--- config.mk ---
export PLATFORM = sky130hd
export DESIGN_NAME = dot_scan_ctrl
export DESIGN_NICKNAME = d
export VERILOG_FILES = /design/src/rtl/dot_scan_ctrl.sv
export SDC_FILE = /design/constraint.sdc
export NUM_CORES = 1
export LEC_CHECK = 0
export ABC_CLOCK_PERIOD_IN_PS = 3850
export CORE_MARGIN = 2
export CORE_UTILIZATION = 55
export CTS_CLUSTER_DIAMETER = 50
export CTS_CLUSTER_SIZE = 24
export DETAILED_ROUTE_END_ITERATION = 8
export GPL_ROUTABILITY_DRIVEN = 1
export GPL_TIMING_DRIVEN = 0
export PLACE_DENSITY = 0.91
export SLEW_MARGIN = 0
export SYNTH_ARGS = -nofsm -noshare
export SYNTH_HDL_FRONTEND = slang
export SYNTH_SLANG_ARGS = --single-unit
--- constraint.sdc ---
create_clock -name clk -period 3.85 [get_ports clk]
set_input_delay 1.155 -clock clk [delete_from_list [all_inputs] [get_ports clk]]
set_output_delay 1.155 -clock clk [all_outputs]
set_load 0.01 [all_outputs]
--- src/rtl/dot_scan_ctrl.sv ---
// rtl/dot_scan_ctrl.sv - 8x8 dot-matrix row-scan sequencer with double-buffered frame
// Row drive is delayed one cycle into each DISPLAY slot to line up with the registered row selector.

module dot_scan_ctrl #(
   parameter int unsigned DIV   = 16,
   parameter int unsigned BLANK = 4
) (
   input  logic        clk,
   input  logic        rst_n,
   input  logic        en,
   input  logic        load,
   input  logic [63:0] d_in,
   output logic        load_ack,
   output logic [63:0] frame,
   output logic [2:0]  cs,
   output logic [7:0]  row,
   output logic        blank,
   output logic        frame_done
);

   typedef enum logic [1:0] {
      ST_IDLE,
      ST_DISPLAY,
      ST_BLANK
   } state_e;

   localparam logic [15:0] DIV_LAST   = 16'(DIV - 1);
   localparam logic [15:0] BLANK_LAST = 16'(BLANK - 1);

   state_e      state_q, state_d;
   logic [15:0] cnt_q, cnt_d;
   logic [2:0]  cs_q, cs_d;
   logic [63:0] frame_q, frame_d;
   logic [63:0] shadow_q, shadow_d;
   logic        pending_q, pending_d;
   logic        load_ack_q, load_ack_d;
   logic [7:0]  row_q, row_d;
   logic        blank_q, blank_d;
   logic        done_q, done_d;
   logic        swap;

   always_ff @(posedge clk or negedge rst_n) begin
      if (!rst_n) begin
         state_q    <= ST_IDLE;
         cnt_q      <= 16'd0;
         cs_q       <= 3'd0;
         frame_q    <= 64'd0;
         shadow_q   <= 64'd0;
         pending_q  <= 1'b0;
         load_ack_q <= 1'b0;
         row_q      <= 8'd0;
         blank_q    <= 1'b1;
         done_q     <= 1'b0;
      end else begin
         state_q    <= state_d;
         cnt_q      <= cnt_d;
         cs_q       <= cs_d;
         frame_q    <= frame_d;
         shadow_q   <= shadow_d;
         pending_q  <= pending_d;
         load_ack_q <= load_ack_d;
         row_q      <= row_d;
         blank_q    <= blank_d;
         done_q     <= done_d;
      end
   end

   always_comb begin
      state_d   = state_q;
      cnt_d     = cnt_q + 16'd1;
      cs_d      = cs_q;
      frame_d   = frame_q;
      shadow_d  = shadow_q;
      pending_d = pending_q;
      done_d    = 1'b0;
      swap      = 1'b0;

      case (state_q)
         ST_IDLE: begin
            cnt_d = 16'd0;
            cs_d  = 3'd0;
            swap  = pending_q;
            if (en) state_d = ST_DISPLAY;
         end
         ST_DISPLAY: begin
            if (!en) begin
               state_d = ST_IDLE;
               cnt_d   = 16'd0;
               cs_d    = 3'd0;
            end else if (cnt_q == DIV_LAST) begin
               state_d = ST_BLANK;
               cnt_d   = 16'd0;
            end
         end
         ST_BLANK: begin
            if (!en) begin
               state_d = ST_IDLE;
               cnt_d   = 16'd0;
               cs_d    = 3'd0;
            end else if (cnt_q == BLANK_LAST) begin
               state_d = ST_DISPLAY;
               cnt_d   = 16'd0;
               cs_d    = cs_q + 3'd1;
               // Leaving row 7 closes the frame: the only point a scanning swap may happen
               if (cs_q == 3'd7) begin
                  done_d = 1'b1;
                  swap   = pending_q;
               end
            end
         end
         default: begin
            state_d = ST_IDLE;
            cnt_d   = 16'd0;
            cs_d    = 3'd0;
         end
      endcase

      if (swap) begin
         frame_d   = shadow_q;
         pending_d = 1'b0;
      end
      // A load coinciding with a swap lands after the old shadow has been consumed
      if (load) begin
         shadow_d  = d_in;
         pending_d = 1'b1;
      end
      load_ack_d = load;

      row_d   = (state_d == ST_DISPLAY && cnt_d != 16'd0) ? (8'd1 << cs_d) : 8'd0;
      blank_d = (row_d == 8'd0);
   end

   assign load_ack   = load_ack_q;
   assign frame      = frame_q;
   assign cs         = cs_q;
   assign row        = row_q;
   assign blank      = blank_q;
   assign frame_done = done_q;

endmodule

# == After elaboration in Yosys (flattened, before gate mapping) ==
# Index checks and enable logic that the tools add are counted.
# totals
ram_bits,0
romBits,0
output_inout_bits,78
mem_count,0
latchBits,0
ff_bits,161
# classes
add_sub_neg,2
bitwise,0
shift,1
n_mul,0
n_lt_le_gt_ge,0
muxes,26
n_reduce_logical,5
n_div,0
eq_ne,6
# ops
op,count
16-bit two-way mux,4
16-bit case mux with 2 select lines,1
16-bit by 1-bit adder with 16-bit output (second input constant),1
16-bit by 2-bit equality test with 1-bit output (second input constant),1
16-bit by 4-bit equality test with 1-bit output (second input constant),1
16-bit nonzero test,1
2-bit two-way mux,5
1-bit two-way mux,9
3-bit two-way mux,3
8-bit logical NOT,1
8-bit two-way mux,1
1-bit by 3-bit left shift with 8-bit output (first input constant),1
2-bit case mux with 3 select lines,1
3-bit case mux with 2 select lines,1
2-bit by 1-bit equality test with 1-bit output (second input constant),2
3-bit by 1-bit adder with 3-bit output (second input constant),1
3-bit equality test (second input constant),1
2-bit equality test (second input constant),1
2-bit logical NOT,1
1-bit case mux with 2 select lines,1
2-bit nonzero test,1
1-bit logical AND,1

# == Logic depth before layout (Yosys ltp) ==
# Gate-level depths: netlist of the first run.
# depth
ltp_word,8
mapped_depth,9

# == Least setup slack after synthesis of the first run ==
# OpenSTA, ideal clock, no wires.
# synth_timing
path_kind,in2reg
startpoint,in en
endpoint,"reg row_q[1], in the netlist row[1]"
required_time_ps,3749
slack_ps,1304
arrival_time_ps,2445
path_stages,5
setup_time_ps,101
path_cell_list,clkbuf_1 nand2_1 o31a_1 nand3b_2 nor4_1
# synth_via
elab_chain_len,5
# synth_rtl
element,line_no,source
from (decl),10,"input logic en,"
16-bit two-way mux (tied with other cells),96,if (!en) begin
16-bit case mux with 2 select lines / 2-bit case mux with 3 select lines (equally long branches),78,case (state_q)
16-bit nonzero test / 2-bit by 1-bit equality test with 1-bit output (equally long branches),129,row_d = (state_d == ST_DISPLAY && cnt_d != 16'd0) ? (8'd1 << cs_d) : 8'd0;
1-bit logical AND,129,
8-bit two-way mux *,129,
via row_d[1],37,"logic [7:0] row_q, row_d;"
to (signal assigned),62,row_q <= row_d;
to (decl),37,
# Mark *: on every way through the listed nets, which the timed path passes. The rest lies on a longest branch.
# A chain may end at the register's enable or synchronous reset.

# == Final worst setup path of the first run ==
# layout_timing
startpoint,in load
endpoint,reg shadow_q[58]
# layout_lines
element,line_no,source
from (decl),11,"input logic load,"
to (signal assigned),59,shadow_q <= shadow_d;
to (decl),34,"logic [63:0] shadow_q, shadow_d;"
# No word-level cell between the ends.

==> results of run 1 <==
## layout by cell type (no fill, tap or decap), types with 2 or more instances in the layout
cell type        instances
a21o_1                   2
a21oi_1                  3
a31oi_1                  4
and3_1                   2
and3_4                   2
and4_1                   2
buf_2                    4
buf_4                    2
buf_6                   10
bufinv_16                3
clkbuf_1                12
clkbuf_16               17
clkdlybuf4s50_1        143
clkinv_2                 5
clkinvlp_4               2
dfrtp_1                160
ha_1                     7
inv_1                    6
mux2_1                  64
mux2_2                  64
nand2_1                 17
nand3_1                 11
nand4_1                  7
nor2_1                  23
nor2_2                   2
nor3_1                  10
nor4_1                   5
nor4_2                   3
nor4_4                   3
o21ai_0                  6
or3_1                    4
xnor2_1                 16
xor2_1                   4
## sequential cells by signal, indices dropped and copies added (netlist names)
signal and flops:
pending_q 1, blank 1, load_ack 1, state_q 2
cs 3, frame_done 1, frame 64, row 8
shadow_q 64, cnt_q 16
## cells by family (layout without fill, tap and decap cells)
logic type,after synthesis,in the layout
AOI/OAI and AO/OA,29,29
xor gates and xnor gates,20,20
adders and majority gates,7,7
buffers and inverters,32,208
DFF,161,161
muxes,129,129
and+or+nand+nor,104,104
## final timing paths
| path | end | from | depth (start not counted) | slack (ns) |
|---|---|---|---|---|
| worst max-delay path | shadow_q[58] | load | 4 | 0.94 |
| worst min-delay path | frame[55] | shadow_q[55] | 1 | 0.48 |
| worst max register to register | row[0] | cnt_q[0] | 7 | 1.24 |
| worst min register to register | frame[55] | shadow_q[55] | 1 | 0.48 |
| max in group asynchronous | frame[37] | rst_n | 2 | 2.23 |
| min in group asynchronous | frame[12] | rst_n | 1 | 0.81 |
## layer usage
| metal | part of all wire [%] | vias up | global-route usage, % | wire (µm) |
|---|---|---|---|---|
| met5 | 0 | - | 0 | 0 |
| met4 | 2.7 | 0 | 9.24 | 418 |
| met1 | 40 | 2256 | 29.0 | 6190 |
| met2 | 51 | 167 | 42.1 | 7960 |
| met3 | 6.0 | 36 | 6.43 | 930 |
| li1 | - | 2044 | - | - |
## final cells by class
class,instances,share of cell area [%]
inverters,6,0.248
plain buffers,26,2.00
clock inverters,11,1.53
flip-flops and latches,161,44.3
repair buffers,145,16.2
well taps,168,2.31
clock buffers,20,4.91
multi-input cells,289,28.5
## where the power goes
group          total [µW]  internal (µW)  switching, µW
registers            2380           2130            245
clock network        1680           1030            654
logic                1880           1090            797
total                5940           4240           1700
## synthesized netlist by cell type, types with 3 or more instances
library cell	count
a21oi_1	3
mux2_2	64
o21ai_0	6
nor4_4	3
xor2_1	4
nor4_2	3
nor2_1	23
buf_2	4
mux2_1	64
nand3_1	11
nor3_1	10
a31oi_1	4
clkbuf_1	10
dfrtp_1	160
buf_6	9
nand4_1	7
inv_1	6
xnor2_1	16
or3_1	4
nand2_1	17
nor4_1	5
ha_1	7
## worst max-delay path, stage by stage
cell and delay [ns]:
clkdlybuf4s50_1 0.52, clkbuf_1 0.55, clkbuf_1 0.55, mux2_2 0.42
## per-stage QoR
| step | utilization, % | total power [µW] |
|---|---|---|
| final | 75.4 | 5940 |
| after floorplan | - | 3220 |
| after global placement | 70.3 | 4170 |
| after CTS | 75.4 | 5990 |
| after global routing | 75.4 | 6210 |
| after detailed placement | 70.5 | 4270 |
==> run metrics, run 1 <==
run status=finished clean; vias per cell=approximately 5.5; fraction of synthesized cell area in xor and xnor cells=under 10%; H-tree lvl count=4; post-DP HPWL=about 10 mm; pre-CTS WS=between 0.4 and 0.5 ns; CTS buffer count=17; Routed Antenna Nets=0; vias in the first global route=~4800; MaxCap Viol Count=0; cts hold-fix bufs=0; Die Wd=115 µm; Worst-path clk slew=roughly 0.060 ns; WL final=15.5 mm; Slew headroom=47.3%; clk_lat worst skew=0.42 ns; Final TNS setup=0 ns; maximum fanout along the worst path=10; FFs w/ async S/R, synth=100%; placed inst area=roughly 8500 µm²; Setup crit end kind=flop; Final Cycle Share=75.5%; mean post-synth cell area=approximately 14 µm²; number of enable flip-flop cells after synthesis=0; Min Hold Slack=a little under 0.5 ns; Cells after Synth=between 400 and 500; TritonCTS clock tree=done; largest family of logic cells by synthesized area=multiplexers; Power Density=654 nW/µm²; Final Hold Fails=0; Net Count, Synth=557; top_reg_cell synth=dfrtp_1; HP Class=reg -> reg; Worst Skew=0.00996 ns; multiplexer share of the synthesized area=a little over a fifth; Worst Path Arrival=roughly 3.2 ns; worst path required time=roughly 4.2 ns; worst setup margin=approximately 0.94 ns; share of cells above drive strength 1=about a fifth; min cycle time layout=about 2.9 ns; maximum vdd drop=0.000407 V; flops & latches, synth=around 160; maximum buffer depth of the clock tree=2; area share of the largest cell type after synthesis=58.7%; Pre-antenna DRT Iters=4; initial antenna violation count=0; Via Count=4503; Post-Synth Adder-Cell Area=1.28%; leakage=around 0.0038 µW; DR WL/cell=~19 µm; Worst Tran Pin Value=about 0.79 ns; simple-gate share of the synthesized area=around 9.6%; root buffer cell=clkbuf_16; FF+latch area=slightly above 4000 µm²; Final Non-Filler Cells=just over 800; Synth area leader=dfrtp_1; Fillers=slightly above 700; Die Footprint=about 13000 µm²; I/O pin count=between 100 and 150; GR Overflow Total=0; number of library cell types mapped by synthesis=58; P&R area growth vs syn=33.2%; number of antenna diodes=0; Peak Freq=about 340 MHz; CTS Sinks=approximately 160; yosys warns=0; first-pass GRT wire length=around 25 mm; WS Path Type=in -> reg; complex-gate fraction of the synthesized area=around 3.2%; DR iter-0 viols=approximately 350; post-CTS setup buffers=0; Die H=115 µm; synth top area cells=dfrtp_1 (59%), mux2_1 (11%), mux2_2 (11%); Total Nets Final=around 720; Routability Congestion=roughly 0.9; Final Max Slew Viols=0; post-CTS sizing=0; CP Launch Type=primary input; num rows=40; Cells after DPL=between 700 and 800; core area=between 10000 and 15000 µm²; GRT Total Usage=about 24%; DRC Markers=0; largest net degree at the start of global routing=slightly below 90; port bufs=144; RSZ-0062 raised after global routing=false; area of the multi-input gates=around 2600 µm²; Syn Std Cell Area=between 6000 and 7000 µm²; # setup viols final=0; fin area=roughly 9100 µm²; Initial Util=around 57%; sequential area share after synthesis=between 50 and 60%
Power figures use the tool's default switching activity.
==> run 2: changes to the inputs <==
--- a/config.mk
+++ b/config.mk
@@ -5,15 +5,15 @@
 export SDC_FILE = /design/constraint.sdc
 export NUM_CORES = 1
 export LEC_CHECK = 0
-export ABC_CLOCK_PERIOD_IN_PS = 3850
+export ABC_CLOCK_PERIOD_IN_PS = 3000
 export CORE_MARGIN = 2
-export CORE_UTILIZATION = 55
+export CORE_UTILIZATION = 51
 export CTS_CLUSTER_DIAMETER = 50
 export CTS_CLUSTER_SIZE = 24
 export DETAILED_ROUTE_END_ITERATION = 8
 export GPL_ROUTABILITY_DRIVEN = 1
 export GPL_TIMING_DRIVEN = 0
-export PLACE_DENSITY = 0.91
+export PLACE_DENSITY = 0.86
 export SLEW_MARGIN = 0
 export SYNTH_ARGS = -nofsm -noshare
 export SYNTH_HDL_FRONTEND = slang
==> constraint.sdc (replaced) <==
create_clock -name clk -period 3 [get_ports clk]
set_input_delay 0.9 -clock clk [delete_from_list [all_inputs] [get_ports clk]]
set_output_delay 0.9 -clock clk [all_outputs]
set_load 0.01 [all_outputs]
==> run 2 against run 1 <==
Effect of this change:
- sequential share of layout area shrank 0.30 points
- non-clock buffer count is the same
- combinational power grew 28%
- global-route usage shrank 2.0 points
- worst setup slack lost 0.56 ns
- sequential power grew 28%
- count of clock-buffer cells in the layout is the same
- wire length shrank 3.5%
- critical path depth grew 3
- utilization shrank 5.7 points
- cell area grew 0.67%
- total power grew 30%
==> run metrics, run 2 (synthesized netlist as in run 1, its figures left out) <==
commonest non-fill, non-tap cell in the layout=dfrtp_1; Total Nets Final=between 700 and 800; clk_lat worst skew=roughly 0.42 ns; vias per cell=~5.3; P&R area growth vs syn=34.1%; WS Path Type=reg -> reg; GRT Total Usage=between 20 and 25%; Worst Skew=slightly above 0.007 ns; H-tree lvl count=4; I/O pin count=146; GR Overflow Total=0; first-pass GRT wire length=~25 mm; CTS buffer count=17; Via Count=4450; min cycle time layout=~2.6 ns; # setup viols final=0; post-DP HPWL=about 10 mm; MaxCap Viol Count=0; initial antenna violation count=0; Die Wd=between 100 and 150 µm; Initial Util=51.9%; TritonCTS clock tree=done; Hold Path Depth=1; maximum vdd drop=about 0.00040 V; post-CTS sizing=0; CP Launch Type=flop; leakage=roughly 0.0038 µW; Routability Congestion=approximately 0.79; Pre-antenna DRT Iters=4; core area=13100 µm²; DRC Markers=0; Die Footprint=roughly 14000 µm²; Worst Tran Pin Value=roughly 0.71 ns; Peak Freq=roughly 380 MHz; num rows=42; R2R depth=7; worst setup margin=0.386 ns; flop-to-flop setup slack=about 0.39 ns; share of cells above drive strength 1=20.5%; Reg2Reg Launch Point=cnt_q[0]; port bufs=between 100 and 150; HP Start=shadow_q[43]; post-CTS setup buffers=0; r2r endpoint=row[3]; DR WL/cell=17.9 µm; Hold Path Sink=frame[43]; root buffer cell=clkbuf_16; CTS Sinks=approximately 160; DR iter-0 viols=about 220; pre-CTS WS=-0.0792 ns; Final Cycle Share=87.1%; Cells after DPL=about 800; Final Max Slew Viols=0; Power Density=845 nW/µm²; HP Class=reg -> reg; Setup crit end kind=flop; maximum fanout along the worst path=9; Die H=between 100 and 150 µm; worst path required time=3.27 ns; Final Hold Fails=0; Worst-path clk slew=roughly 0.06 ns; cts hold-fix bufs=0; Routed Antenna Nets=0; maximum buffer depth of the clock tree=2; vias in the first global route=4742; largest net degree at the start of global routing=85; Final TNS setup=0 ns; total power=around 7700 µW; Final Non-Filler Cells=835; Slew headroom=between 50 and 60%; number of antenna diodes=0; Worst Path Arrival=between 2 and 3 ns; RSZ-0062 raised after global routing=false; run status=finished clean; WL final=roughly 15 mm; most frequent cells in the layout=dfrtp_1 (160), clkdlybuf4s50_1 (143), mux2_1 (64), mux2_2 (64), nor2_1 (23)
[run 2: cell types whose count changed in the layout (fill, tap and decap cells not counted), sizes merged]
cell and delta:
bufinv +1, clkinv -2, inv +2
[run 2: worst max-delay path, stage by stage, from the launching register on]
cell and delay (ns):
dfrtp_1 0.45, ha_1 0.32, and3_4 0.24, a311oi_1 0.28, a31oi_1 0.07, or4_4 0.44
nor4b_4 0.53, nor3_1 0.13
[run 2: worst max-delay path by stage]
stage	depth (start not counted)	slack, ns	start	to
2_1_floorplan	5	0.71	en	row[1]
3_3_place_gp	1	-5.03	rst_n	shadow_q[55]
3_5_place_dp	4	-0.08	load	shadow_q[61]
4_1_cts	4	0.40	load	shadow_q[58]
5_1_grt	7	0.20	cnt_q[0]	row[3]
6_report	7	0.39	cnt_q[0]	row[3]
[run 2: area by class of cell]
class                   instances  area (µm²)
repair buffers                145        1470
flip-flops and latches        161        4030
multi-input cells             289        2590
well taps                     176         220
clock buffers                  20         457
fillers                       848        3990
clock inverters                12         180
inverters                       6        22.5
plain buffers                  26         181
[run 2: stage by stage]
stage	instance area [µm²]	hold slack [ns]	util, %
6_report	9150	0.482	69.6
5_1_grt	9150	0.505	69.6
4_1_cts	9150	0.489	69.6
3_5_place_dp	8510	0.470	64.8
3_3_place_gp	8480	0.461	64.6
2_1_floorplan	6820	0.454	-
[run 2: per-layer routing]
metal / wire [µm] / global-route usage [%] / vias to the layer above
met5: 0 / 0 / -
met4: 291 / 8.46 / 0
met3: 703 / 5.56 / 22
met2: 7780 / 38.4 / 138
met1: 6170 / 27.0 / 2245
li1: - / - / 2045
[run 2: report_power, final]
part	total, µW	internal (µW)	switching, µW
Clock	2290	1440	844
Sequential	3050	2730	314
Combinational	2400	1390	1010
==> variant (config.mk and constraints of run 1) <==
The 3 states of `state_e` get a one-hot encoding in 3 bits.
--- a/src/rtl/dot_scan_ctrl.sv
+++ b/src/rtl/dot_scan_ctrl.sv
@@ -18,10 +18,10 @@
    output logic        frame_done
 );
 
-   typedef enum logic [1:0] {
-      ST_IDLE,
-      ST_DISPLAY,
-      ST_BLANK
+   typedef enum logic [2:0] {
+      ST_IDLE    = 3'b001,
+      ST_DISPLAY = 3'b010,
+      ST_BLANK   = 3'b100
    } state_e;
 
    localparam logic [15:0] DIV_LAST   = 16'(DIV - 1);
Function: same outputs for any inputs over 10 cycles, from zero or initial values and one cycle with rst_n low; not proved beyond that.
==> variant against run 1 <==
- setup slack gained 45 ps
- synthesized area fell by 1.1%
- maximum frequency up 1.6%
- final area is 0.95% lower
- critical endpoint is now frame[36]
- total power down 4.2%
- sequential cell count rose by 1
- first-iteration DRC count is 16% higher
- wire length grew 0.45%
==> variant: results <==
INSERT INTO impl_metrics (metric_group, metric, value, unit) VALUES
('global_routing', 'grt_pass1_vias', '4542', ''),
('place', 'portBuffers', '145', ''),
('yosys', 'synth_top_cells_by_area', 'dfrtp_1 (59%), mux2_4 (13%), mux2_2 (12%), nor2_1 (1.7%), xnor2_1 (1.3%)', ''),
('cells_and_area', 'layout-drive-gt1-share', '28.84', '%'),
('outcome', 'run_status', 'complete, no violations', ''),
('routing', 'dr_total_vias', '4319', ''),
('place', 'place_hpwl', '10360', 'um'),
('critical_path', 'critical_path_arrival', '3160', 'ps'),
('routing', 'drt-initial-drc-count', '402', ''),
('place', 'pre_cts_ws', '570.2', 'ps'),
('power', 'p_sw', '0.001483', 'W'),
('global_routing', 'grt_pass1_wl', '24510', 'um'),
('yosys', 'synth.yosys.seq_area_share', '60.13', '%'),
('cells_and_area', 'fillerInstances', '692', ''),
('global_routing', 'grt.total_usage', '24.58', '%'),
('cells_and_area', 'final_net_count', '690', ''),
('power', 'ir_drop', '0.2618', 'mV'),
('routing', 'final_wirelength', '15570', 'um'),
('routing', 'drt-pass1-iter-count', '5', ''),
('routing', 'wl_met1', '6358', 'um');
[variant: stage by stage]
| stage | hold slack [ps] | total power, W | std cells | utilization, % | instance area, um2 |
|---|---|---|---|---|---|
| after floorplan | 476.7 | 0.003129 | 453 | - | 6746 |
| after global placement | 483.7 | 0.003946 | 745 | 69.78 | 8382 |
| after detailed placement | 491.5 | 0.004020 | 746 | 70.02 | 8411 |
| final | 503.5 | 0.005689 | 778 | 74.95 | 9002 |
| after global routing | 521.4 | 0.005918 | 778 | 74.95 | 9002 |
| after CTS | 505.5 | 0.005722 | 778 | 74.95 | 9002 |
[variant: metal layers]
metal	vias up	global-route usage [%]
met2	177	41.54
met3	34	6.747
met5	-	0
met1	2176	30.51
li1	1932	-
met4	0	9.237
[variant: logic make-up (layout without fill, tap and decap cells)]
group / count (synthesis) / count (layout) / share of synthesized area, %
adder cells (fa/ha/maj): 4 / 4 / 0.7419
buffers and inverters: 23 / 201 / 2.077
AND/OR/NAND/NOR: 99 / 99 / 7.864
multiplexers: 130 / 130 / 25.04
XOR/XNOR: 16 / 16 / 2.077
flip-flops: 162 / 162 / 60.13
AO/OA/AOI/OAI: 19 / 19 / 2.077
[variant: cell type report]
cell class | count | area share (%)
buffer | 20 | 1.432
clock buffer | 24 | 5.462
clock inverter | 8 | 1.112
inverter | 3 | 0.1251
multi-input combinational | 268 | 28.33
sequential | 162 | 45.06
tap | 147 | 2.043
timing repair buffer | 146 | 16.44
[variant: path summary, 6_finish.rpt]
path | start | endpoint | slack, ps | depth (start not counted)
min in group asynchronous | rst_n | frame[7] | 730 | 1
max in group asynchronous | rst_n | blank | 2220 | 2
min reg2reg | shadow_q[16] | frame[16] | 500 | 1
max reg2reg | cnt_q[8] | row[4] | 1230 | 7
max | en | frame[36] | 990 | 7
min | shadow_q[16] | frame[16] | 500 | 1
[variant: worst max-delay path, cell delays in order]
cell	delay [ps]
clkdlybuf4s50_1	470
nand2b_1	180
nor2_1	100
and3_2	260
o21ai_4	420
buf_6	260
mux2_4	320
[variant: power by group through the flow]
| stage | Combinational (W) | Sequential [W] | Clock [W] |
|---|---|---|---|
| CTS | 0.00170 | 0.00232 | 0.00170 |
| floorplan | 0.000690 | 0.00244 | 0 |
| finish | 0.00168 | 0.00233 | 0.00168 |
| detailed placement | 0.00168 | 0.00234 | 0 |
| global placement | 0.00164 | 0.00231 | 0 |
| global route | 0.00177 | 0.00237 | 0.00178 |
